$ cat config.mk
export PLATFORM = sky130hd
export DESIGN_NAME = burst_end_counter
export DESIGN_NICKNAME = d
export VERILOG_FILES = /design/src/rtl/burst_end_counter.sv
export SDC_FILE = /design/constraint.sdc
export NUM_CORES = 1
export LEC_CHECK = 0
export CAP_MARGIN = 20
export CELL_PAD_IN_SITES_DETAIL_PLACEMENT = 2
export CELL_PAD_IN_SITES_GLOBAL_PLACEMENT = 2
export CORE_ASPECT_RATIO = 0.9
export CORE_MARGIN = 1.5
export CORE_UTILIZATION = 37
export DETAILED_ROUTE_END_ITERATION = 10
export DONT_BUFFER_PORTS = 1
export GPL_ROUTABILITY_DRIVEN = 0
export MAX_ROUTING_LAYER = met4
export PLACE_DENSITY_LB_ADDON = 0.15
export SETUP_SLACK_MARGIN = 0.1
export SYNTH_ARGS = -nofsm -noshare
export SYNTH_HDL_FRONTEND = slang
export SYNTH_SLANG_ARGS = --single-unit
$ cat constraint.sdc
create_clock -name CLK_Slow -period 2.7 [get_ports CLK_Slow]
set_input_delay 0.27 -clock CLK_Slow [delete_from_list [all_inputs] [get_ports CLK_Slow]]
set_output_delay 0.27 -clock CLK_Slow [all_outputs]
set_load 0.02 [all_outputs]
$ cat src/rtl/burst_end_counter.sv
// Burst end counter: counts waveform periods after a trigger edge and issues
// a one-cycle end-of-burst pulse once the latched burst length is reached.
module burst_end_counter #(
  parameter int unsigned CNT_W = 16
) (
  input  logic             CLK_Slow,
  input  logic             RST,
  input  logic             Trig_In,
  input  logic             Wrap_In,
  input  logic [CNT_W-1:0] Burst_Len,
  input  logic             EN_Burst,
  output logic             End_Sig_Out,
  output logic             Busy,
  output logic [CNT_W-1:0] Cycles_Done,
  output logic             Trig_Overrun
);

  typedef enum logic [1:0] {
    IDLE = 2'd0,
    RUN  = 2'd1,
    ENDP = 2'd2
  } state_t;

  state_t           state;
  state_t           state_nxt;
  logic             trig_q;
  logic [CNT_W-1:0] len_q;
  logic [CNT_W-1:0] len_nxt;
  logic [CNT_W-1:0] cnt_nxt;
  logic             ovr_nxt;
  logic             trig_rise_c;
  logic             last_wrap_c;

  assign trig_rise_c = Trig_In & ~trig_q;
  // Terminal wrap of a finite burst; length 0 means unbounded and never ends.
  assign last_wrap_c = (len_q != '0) && (Cycles_Done == (len_q - CNT_W'(1)));

  // Next-state, counter, latched length and overrun flag.
  always_comb begin
    state_nxt = state;
    len_nxt   = len_q;
    cnt_nxt   = Cycles_Done;
    ovr_nxt   = Trig_Overrun;

    if (!EN_Burst) begin
      state_nxt = IDLE;
    end else begin
      case (state)
        IDLE: begin
          if (trig_rise_c) begin
            state_nxt = RUN;
            len_nxt   = Burst_Len;
            cnt_nxt   = '0;
            ovr_nxt   = 1'b0;
          end
        end
        RUN: begin
          if (Wrap_In) begin
            cnt_nxt = Cycles_Done + CNT_W'(1);
            if (last_wrap_c) begin
              state_nxt = ENDP;
            end
          end
        end
        ENDP: begin
          state_nxt = IDLE;
        end
        default: begin
          state_nxt = IDLE;
        end
      endcase
    end

    // A trigger edge seen while a burst is still active is dropped but flagged.
    if ((state != IDLE) && trig_rise_c) begin
      ovr_nxt = 1'b1;
    end
  end

  // State and registered outputs; outputs track the state being entered.
  always_ff @(posedge CLK_Slow) begin
    if (RST) begin
      state        <= IDLE;
      trig_q       <= 1'b0;
      len_q        <= '0;
      Cycles_Done  <= '0;
      Trig_Overrun <= 1'b0;
      End_Sig_Out  <= 1'b0;
      Busy         <= 1'b0;
    end else begin
      state        <= state_nxt;
      trig_q       <= Trig_In;
      len_q        <= len_nxt;
      Cycles_Done  <= cnt_nxt;
      Trig_Overrun <= ovr_nxt;
      End_Sig_Out  <= (state_nxt == ENDP);
      Busy         <= (state_nxt == RUN);
    end
  end

endmodule

==> results.md <==
* Initial Utilization at 0.3848
* Clock root buffer: clkbuf_8
* Wire per inst at 19.76 µm
* Vias in the first global route at 1820
* Delay-heaviest family, CP: simple AND/OR/NAND/NOR gates
* R2R Path End: End_Sig_Out
* Die area at 0.005918 mm²
* Max Cap Violations at 0
* Clock transition at path regs at 0.08 ns
* Final Skew at 0.004907 ns
* Minimum clock period at 2.385 ns
* Ant diodes at 0
* Rows at 25
* Prevailing post-synth register cell: dfxtp_1
* Leak at a little under 0.9 nW
* Fin crit share at 0.8832
* Antenna violations before repair at 0
* Worst Slack Setup Final at 0.3153 ns
* Crit-path cells: or4_1 > o21a_1 > o311ai_1 > a21oi_1 > nor4_4 > and4_1
* CTS buffer count at 5
* Port Buf Inserts at 0
* Global-route wire length before repair at 9.618 mm
* CTS max path bufs at 2
* DRT iter0 DRCs at 42
* PD cells at around 550 mW/mm²
* CTS tree: done
* RSZ-0062 raised after global routing: no
* Commonest non-fill, non-tap cells in the layout: dfxtp_1 (38), nor2_1 (34), xor2_1 (19), mux2i_1 (19), nand2_1 (14)
* Setup crit start: len_q[0]
* Final-stage net count at between 200 and 300
* Synth Register Bits at 38
* Crit Path Category: reg2reg
* Core area at roughly 0.0053 mm²
* Sequential share of the synthesized area at 0.3762
* TritonRoute pass-1 iters at 4
* WP data required at 2.95 ns
* Worst VDD drop at 207.8 µV
* Syn_area_per_cell at around 8.8 µm²
* Critical Path End Type: register
* Most used routing layer: met2
* Final slew viol count at 0
* Commonest non-fill, non-tap cell in the layout: dfxtp_1
* Worst path depth at 6
* Synth warn at 0
* Placement Setup Slack at 0.2902 ns
* Arrival time worst endpoint at 2.63 ns
* Worst path bufs/invs at 0
* Gate Count Post-Synth at 231
* Slowest stage cell, crit path: or4_1
* Hpwl dp at 4.326 mm
* Largest net degree at the start of global routing at 23
* Setup Viol. Count Final at 0
* Skew-Pair Late Insertion Delay at 0.30 ns
* Max Fanout on Critical Path at 6
* Gr ovfl total at 0
* Sink Count at 38
* Post-synth EDFFs at 0
* Routed WL at 5.907 mm
* Distinct cell type count after synthesis at 39
* Die Span Y at 73.13 µm
* Status: finished, final reports clean
* Reg-to-reg startpoint: len_q[0]
* GR Util met1 at 0.2878
* DIE WIDTH at approximately 80 µm
* Post-DR vias/cell at about 5.7
* Startpoint types: register
* Drc violations at 0
* Tot GR Track Use at 0.2294
* Asr flop ratio synth at 0
* Fin. Hold Viols at 0
* Mapped Area at 0.002022 mm²
* Design area at 0.002181 mm²
* Synth-to-layout area growth at 7.859%
* Cell Area, Placed at 0.002081 mm²
* Layout cell share with drive strength beyond 1 at 0.06897
* Top-Level Pins at 40
* Routing usage on met3 at 0.06875
* Slowest Stage Delay on Critical Path at approximately 0.7 ns
* Vias at 1690
* Reg2reg setup slack at between 0.3 and 0.4 ns
* Post-route setup TNS at 0 ns
* Max-Slew Margin vs Limit at 0.5986
* R2R cell count at 6
* DRT antenna net count at 0
* Placed cells at ~290
* Met2 usage at 0.3556
* Hold Crit Class: in2reg
* Post-Layout Cell Count at ~300
* Syn nets at 254
* Worst-Margin Slew at around 0.60 ns
* Layout fillers at 596
* Max Clk Rate at 0.4193 GHz
* H-tree Lvls at 2
* Critical Path Sink: End_Sig_Out
-- cells by family (layout without fill, tap and decap cells) --
logic type      Yosys count  after routing  synth area share
compound gates           30             30           0.09034
xor+xnor                 30             30            0.1299
fa+ha+maj                 2              2           0.01237
buf+inv                  12             13           0.02723
flops                    38             38            0.3762
mux                      20             20           0.09963
simple gates             99             99            0.2642
-- stage by stage --
step | utilization | hold WS, ns | total power, mW
CTS | 0.4133 | 0.01535 | 1.215
detailed placement | 0.3960 | 0.3436 | 0.7893
global route | 0.4150 | 0.01186 | 1.272
global placement | 0.3960 | 0.3412 | 0.7786
finish | 0.4150 | 0.02633 | 1.203
floorplan | - | 0.3982 | 0.7489
-- cells in the mapped netlist (3+ instances only) --
cell type / number / area [µm²]
xor2_1: 19 / 166.4
nor3_1: 3 / 15.01
nor2b_1: 8 / 50.05
xnor2_1: 11 / 96.34
nor3b_1: 3 / 22.52
and2_1: 3 / 18.77
nor2_1: 34 / 127.6
or3_1: 6 / 37.54
and3_1: 3 / 18.77
a211oi_1: 3 / 22.52
nand4_1: 6 / 37.54
mux2i_1: 19 / 190.2
nand3_1: 3 / 15.01
nor4_1: 4 / 25.02
clkbuf_1: 7 / 26.28
o21ai_0: 7 / 35.03
nand2_1: 14 / 52.55
dfxtp_1: 38 / 760.7
a21oi_1: 11 / 55.05
-- state kept, by name (all words and copies together), names as in the netlist --
name	flops
Trig_Overrun	1
Cycles_Done	16
state	2
trig_q	1
len_q	16
Busy	1
End_Sig_Out	1
-- worst min-delay path by stage --
stage | startpoint | slack [ns] | cells after the start | end
2_1_floorplan | Trig_In | 0.40 | 1 | trig_q
3_3_place_gp | RST | 0.34 | 1 | Trig_Overrun
3_5_place_dp | RST | 0.34 | 1 | Trig_Overrun
4_1_cts | RST | 0.02 | 1 | len_q[3]
5_1_grt | RST | 0.01 | 1 | len_q[11]
6_report | RST | 0.03 | 1 | Trig_Overrun
-- metal layers --
metal,routed length (µm),part of all wire
met3,245,0.041
met1,2701,0.46
met5,0,0
met4,54,0.0091
met2,2906,0.49
-- power by group --
| group | switching (mW) | total [mW] | internal, mW |
|---|---|---|---|
| clock | 0.212 | 0.418 | 0.206 |
| sequential | 0.0214 | 0.595 | 0.573 |
| combinational | 0.105 | 0.190 | 0.0843 |
| total | 0.339 | 1.20 | 0.864 |
-- timing repair --
item / 4_1_cts / 5_1_grt
endpoints found under the setup margin: 0 / 1
hold endpoints to repair: 0 / 0
buffers inserted: 0 / 0
hold buffers: 0 / 0
gates resized for setup: 0 / 1
-- worst reg2reg max path: cells and delay by family (launching register included) --
kind | cells | cell delay, ns
DFF | 1 | 0.37
and+or+nand+nor | 3 | 1.29
AOI/OAI and AO/OA | 3 | 0.66
-- final cells by class --
type                       count  area (µm²)  share of cell area
inverter                       2       7.507            0.003442
timing repair buffer           3       22.52             0.01033
sequential                    38       760.7              0.3488
clock buffer                   7       86.33             0.03959
tap                           67       83.83             0.03844
multi-input combinational    181        1215              0.5571
clock inverter                 1       5.005            0.002295
Power figures use the tool's default switching activity.
